===== config.mk =====
export PLATFORM = sky130hd
export DESIGN_NAME = disparity_packetizer
export DESIGN_NICKNAME = d
export VERILOG_FILES = /design/src/rtl/disparity_packetizer.sv
export SDC_FILE = /design/constraint.sdc
export NUM_CORES = 1
export LEC_CHECK = 0
export CAP_MARGIN = 20
export CORE_ASPECT_RATIO = 1.25
export CORE_UTILIZATION = 55
export CTS_BUF_LIST = sky130_fd_sc_hd__clkbuf_16
export DETAILED_ROUTE_END_ITERATION = 6
export GPL_ROUTABILITY_DRIVEN = 0
export PLACE_DENSITY = 0.73
export SLEW_MARGIN = 20
export SYNTH_ARGS = -nofsm -noshare
export SYNTH_HDL_FRONTEND = slang
export SYNTH_SLANG_ARGS = --single-unit

===== constraint.sdc =====
create_clock -name clock -period 9.4 [get_ports clock]
set_clock_uncertainty 0.15 [all_clocks]
set_input_delay 1.88 -clock clock [delete_from_list [all_inputs] [get_ports clock]]
set_output_delay 1.88 -clock clock [all_outputs]
set_load 0.02 [all_outputs]

===== src/rtl/disparity_packetizer.sv =====
// Frames a decoded disparity byte stream into sync/tag/count packets for a USB FIFO.
// Ports: clock/reset_n, valid_in/data_in source bytes, ready_in/valid_out/data_out sink handshake,
//        overflow (sticky drop flag), frame_count (completed frames, mod 256).
module disparity_packetizer #(
    parameter int LINE_PIXELS = 640,
    parameter int LINES       = 480,
    parameter int FIFO_DEPTH  = 16
) (
    input  logic       clock,
    input  logic       reset_n,
    input  logic       valid_in,
    input  logic [7:0] data_in,
    input  logic       ready_in,
    output logic       valid_out,
    output logic [7:0] data_out,
    output logic       overflow,
    output logic [7:0] frame_count
);

    localparam int AW = $clog2(FIFO_DEPTH);
    localparam int PW = (LINE_PIXELS > 1) ? $clog2(LINE_PIXELS) : 1;
    localparam int LW = (LINES > 1) ? $clog2(LINES) : 1;
    localparam logic [AW:0]   FULL_CNT  = (AW+1)'(FIFO_DEPTH);
    localparam logic [PW-1:0] LAST_PIX  = PW'(LINE_PIXELS - 1);
    localparam logic [LW-1:0] LAST_LINE = LW'(LINES - 1);

    typedef enum logic [2:0] {
        IDLE, F_SYNC, F_TAG, F_CNT, L_SYNC, L_TAG, L_IDX, PAYLOAD
    } state_t;

    state_t state, state_n;

    logic [7:0]    mem [FIFO_DEPTH];
    logic [AW-1:0] wr_ptr, rd_ptr;
    logic [AW:0]   count;
    logic [PW-1:0] pix_cnt;
    logic [LW-1:0] line_index;

    logic       empty, full, can_load, load, pop, push, line_end, last_line;
    logic [7:0] load_byte, din;

    assign empty     = (count == '0);
    assign full      = (count == FULL_CNT);
    // Output register may take a new byte when empty or being drained this cycle.
    assign can_load  = !valid_out || ready_in;
    assign last_line = (line_index == LAST_LINE);
    // 0xFF is reserved as the sync marker, so payload can never carry it.
    assign din       = (data_in == 8'hFF) ? 8'hFE : data_in;
    // A pop in the same cycle frees a slot, so a full FIFO still accepts.
    assign push      = valid_in && (!full || pop);

    always_comb begin
        state_n   = state;
        load      = 1'b0;
        load_byte = 8'h00;
        pop       = 1'b0;
        line_end  = 1'b0;
        unique case (state)
            IDLE: begin
                if (!empty) state_n = F_SYNC;
            end
            F_SYNC: begin
                if (can_load) begin
                    load      = 1'b1;
                    load_byte = 8'hFF;
                    state_n   = F_TAG;
                end
            end
            F_TAG: begin
                if (can_load) begin
                    load      = 1'b1;
                    load_byte = 8'h00;
                    state_n   = F_CNT;
                end
            end
            F_CNT: begin
                if (can_load) begin
                    load      = 1'b1;
                    load_byte = frame_count;
                    state_n   = L_SYNC;
                end
            end
            L_SYNC: begin
                if (can_load && !empty) begin
                    load      = 1'b1;
                    load_byte = 8'hFF;
                    state_n   = L_TAG;
                end
            end
            L_TAG: begin
                if (can_load) begin
                    load      = 1'b1;
                    load_byte = 8'h01;
                    state_n   = L_IDX;
                end
            end
            L_IDX: begin
                if (can_load) begin
                    load      = 1'b1;
                    load_byte = 8'(line_index);
                    state_n   = PAYLOAD;
                end
            end
            PAYLOAD: begin
                if (can_load && !empty) begin
                    load      = 1'b1;
                    pop       = 1'b1;
                    load_byte = mem[rd_ptr];
                    if (pix_cnt == LAST_PIX) begin
                        line_end = 1'b1;
                        state_n  = last_line ? IDLE : L_SYNC;
                    end
                end
            end
            default: state_n = IDLE;
        endcase
    end

    always_ff @(posedge clock or negedge reset_n) begin
        if (!reset_n) begin
            state <= IDLE;
        end else begin
            state <= state_n;
        end
    end

    always_ff @(posedge clock or negedge reset_n) begin
        if (!reset_n) begin
            valid_out <= 1'b0;
            data_out  <= 8'h00;
        end else if (load) begin
            valid_out <= 1'b1;
            data_out  <= load_byte;
        end else if (ready_in) begin
            valid_out <= 1'b0;
        end
    end

    always_ff @(posedge clock) begin
        if (push) mem[wr_ptr] <= din;
    end

    always_ff @(posedge clock or negedge reset_n) begin
        if (!reset_n) begin
            wr_ptr   <= '0;
            rd_ptr   <= '0;
            count    <= '0;
            overflow <= 1'b0;
        end else begin
            if (push) wr_ptr <= wr_ptr + AW'(1);
            if (pop)  rd_ptr <= rd_ptr + AW'(1);
            if (push && !pop)      count <= count + (AW+1)'(1);
            else if (pop && !push) count <= count - (AW+1)'(1);
            if (valid_in && !push) overflow <= 1'b1;
        end
    end

    always_ff @(posedge clock or negedge reset_n) begin
        if (!reset_n) begin
            pix_cnt     <= '0;
            line_index  <= '0;
            frame_count <= 8'h00;
        end else if (pop) begin
            if (line_end) begin
                pix_cnt <= '0;
                if (last_line) begin
                    line_index  <= '0;
                    frame_count <= frame_count + 8'd1;
                end else begin
                    line_index <= line_index + LW'(1);
                end
            end else begin
                pix_cnt <= pix_cnt + PW'(1);
            end
        end
    end

endmodule


==> metrics <==
DP Worst Slack=4207 ps; yosys warns=0; final setup fails=0; DIE AREA=0.01487 mm²; Max clock buf depth=2; Die H=136.1 µm; vias in the first global route=4531; Final Hold Fails=0; Synth Flop Type=edfxtp_1; asr flop ratio synth=29.28%; nets=566; Worst Slack Setup Final=4541 ps; # IOs=30; setup_tns=0 ps; DRC Markers=0; std cell rows=48; Detail Route Antenna Nets=0; kind of critical path=input port to flop; All-Layer GR Usage=22.80%; FF+latch count, synth=181; MaxCap Viol Count=0; Peak VDD IR=0.2199 mV; outcome=finished clean; crit path cell chain=clkdlybuf4s50_1 > nand2b_1 > a31oi_1 > a21boi_1 > ha_1 > inv_1 > fa_1 > a21o_1 > a21oi_1 > xnor2_1 > nor2_1 > xor2_1; largest area contributor in the synthesized netlist=edfxtp_1; Syn Nets=548; clock root cell=clkbuf_16; Initial Utilization=56.79%; EDFF count, synth=128; Area growth syn-to-layout=11.62%; Worst Path Arrival=5010 ps; leak pwr=3.108 nW; Post-synth top cells=128 x edfxtp_1, 53 x dfrtp_1, 41 x nand2_1; Die Wd=109.3 µm; crit path capture type=flop; Worst Path Buf+Inv=2; layout cells sized above 1=15.82%; Critical Path RT=9550 ps; Slew HR=35.18%; Mapped Avg Cell Area=15.25 µm²; via/cell ratio=6.065; unrepaired setup endpoints after global routing=false; GRT overflow=0; Worst Path Max Fanout=9; CTS tree=yes; diode count=0; Post-CTS Hold Fix Bufs=0; startpoint types=input port; Iter 0 DRT Violations=410; crit-path leading delay family=compound AO/OA/AOI/OAI gates; Cell Area, Synth=0.007913 mm²; dpl hpwl=10210 µm; largest net degree at the start of global routing=54; Seq/Total Area, Yosys=65.34%; initial antenna violation count=0; Worst-Margin Slew=972.4 ps; post-layout min period=4859 ps; CTS Sinks=181; Post-CTS Setup Bufs=0; I/O Buffers=29; Synth top area share=48.58%; distinct cell type count after synthesis=53; later-pin clock latency in the skew report=430 ps; via count=4397; post-DR wirelength/cell=21.04 µm; first-pass GRT wire length=24260 µm; Final Max Slew Viols=0; H-Tree Level Count=4; # resized after CTS=0; HP Class=flop to flop; Fmax=205.8 MHz; Slowest-stage cell, CP=a21boi_1; Syn Inst Count=519; drt pass-1 iters=4; CP max stage delay=730 ps; top cells by area, synth=edfxtp_1 49%, dfrtp_1 17%, mux4_2 9.1%; core area=0.01393 mm²; clock transition at the registers of the reported paths=70 ps; Post-Route WL=15260 µm; Num CTS Buffers=17; P per Cell Area=291.9 mW/mm²; most frequent cell after synthesis=edfxtp_1; period utilization=51.69%
cell usage in the layout (no fill, tap or decap), types with 6 or more instances in the layout:
cell,netlist,routed
a211oi_1,9,9
a221o_1,7,7
mux2i_1,9,9
inv_1,8,9
nor2b_1,11,11
xor2_1,6,6
o22ai_1,7,7
nand4_1,13,13
nand2_1,41,41
o21ai_0,14,14
a221oi_1,7,7
ha_1,16,16
clkbuf_16,0,17
clkdlybuf4s50_1,0,28
edfxtp_1,128,128
a21oi_1,13,13
xnor2_1,20,20
mux4_2,32,32
dfrtp_1,53,52
nor2_1,26,26
nand3_1,8,8
power by group:
group          internal (mW)  switching, mW  leakage, nW
clock                  0.366          0.300        0.270
sequential             0.978          0.115         1.84
combinational          0.381          0.438        0.999
path summary, 6_finish.rpt:
kind	from	to	slack, ps	depth (start not counted)
worst max-delay path	ready_in	count[4]	4540	12
worst min-delay path	overflow	overflow	330	1
worst max register to register	state[0]	count[4]	5650	11
worst min register to register	overflow	overflow	330	1
max in group asynchronous	reset_n	rd_ptr[0]	7140	2
min in group asynchronous	reset_n	line_index[7]	1420	2
registers in the layout, indices dropped and copies added (netlist names):
signal       flops
count            5
data_out         8
frame_count      8
line_index       9
mem            128
overflow         1
pix_cnt         10
rd_ptr           4
state            3
valid_out        1
wr_ptr           4
final cells by class:
type | count | area (µm²)
Fill cell | 998 | 5101
Multi-Input combinational cell | 295 | 2539
Clock inverter | 15 | 128.9
Sequential cell | 181 | 5171
Tap cell | 175 | 219.0
Inverter | 9 | 33.78
Clock buffer | 17 | 425.4
Timing Repair Buffer | 33 | 315.3
metal layers:
layer	up-vias	part of all wire, %	global-route usage, %
met5	-	0	0
met4	0	2.3	9.556
met3	22	4.4	4.890
met2	135	53	38.64
met1	2203	40	28.26
li1	2037	-	-
kinds of logic (layout without fill, tap and decap cells):
logic type	count (synthesis)	count (layout)	share of synthesized area [%]
adders and majority gates	17	17	2.783
DFF	181	181	65.34
muxes	46	46	10.96
buffers and inverters	43	74	2.831
AOI/OAI and AO/OA	79	79	6.958
xor gates and xnor gates	26	26	2.878
and+or+nand+nor	127	127	8.254
stage by stage:
stage	instance area [µm²]	power (mW)	util [%]	hold slack, ps	cells
6_report	8832	2.578	63.39	326.0	725
5_1_grt	8832	2.717	63.39	361.0	725
4_1_cts	8812	2.594	63.25	329.7	725
3_5_place_dp	8258	1.923	59.27	314.6	693
3_3_place_gp	8258	1.898	59.27	314.5	693
2_1_floorplan	7913	1.724	-	293.8	519
Note: power is estimated with default switching activity, not from simulation.
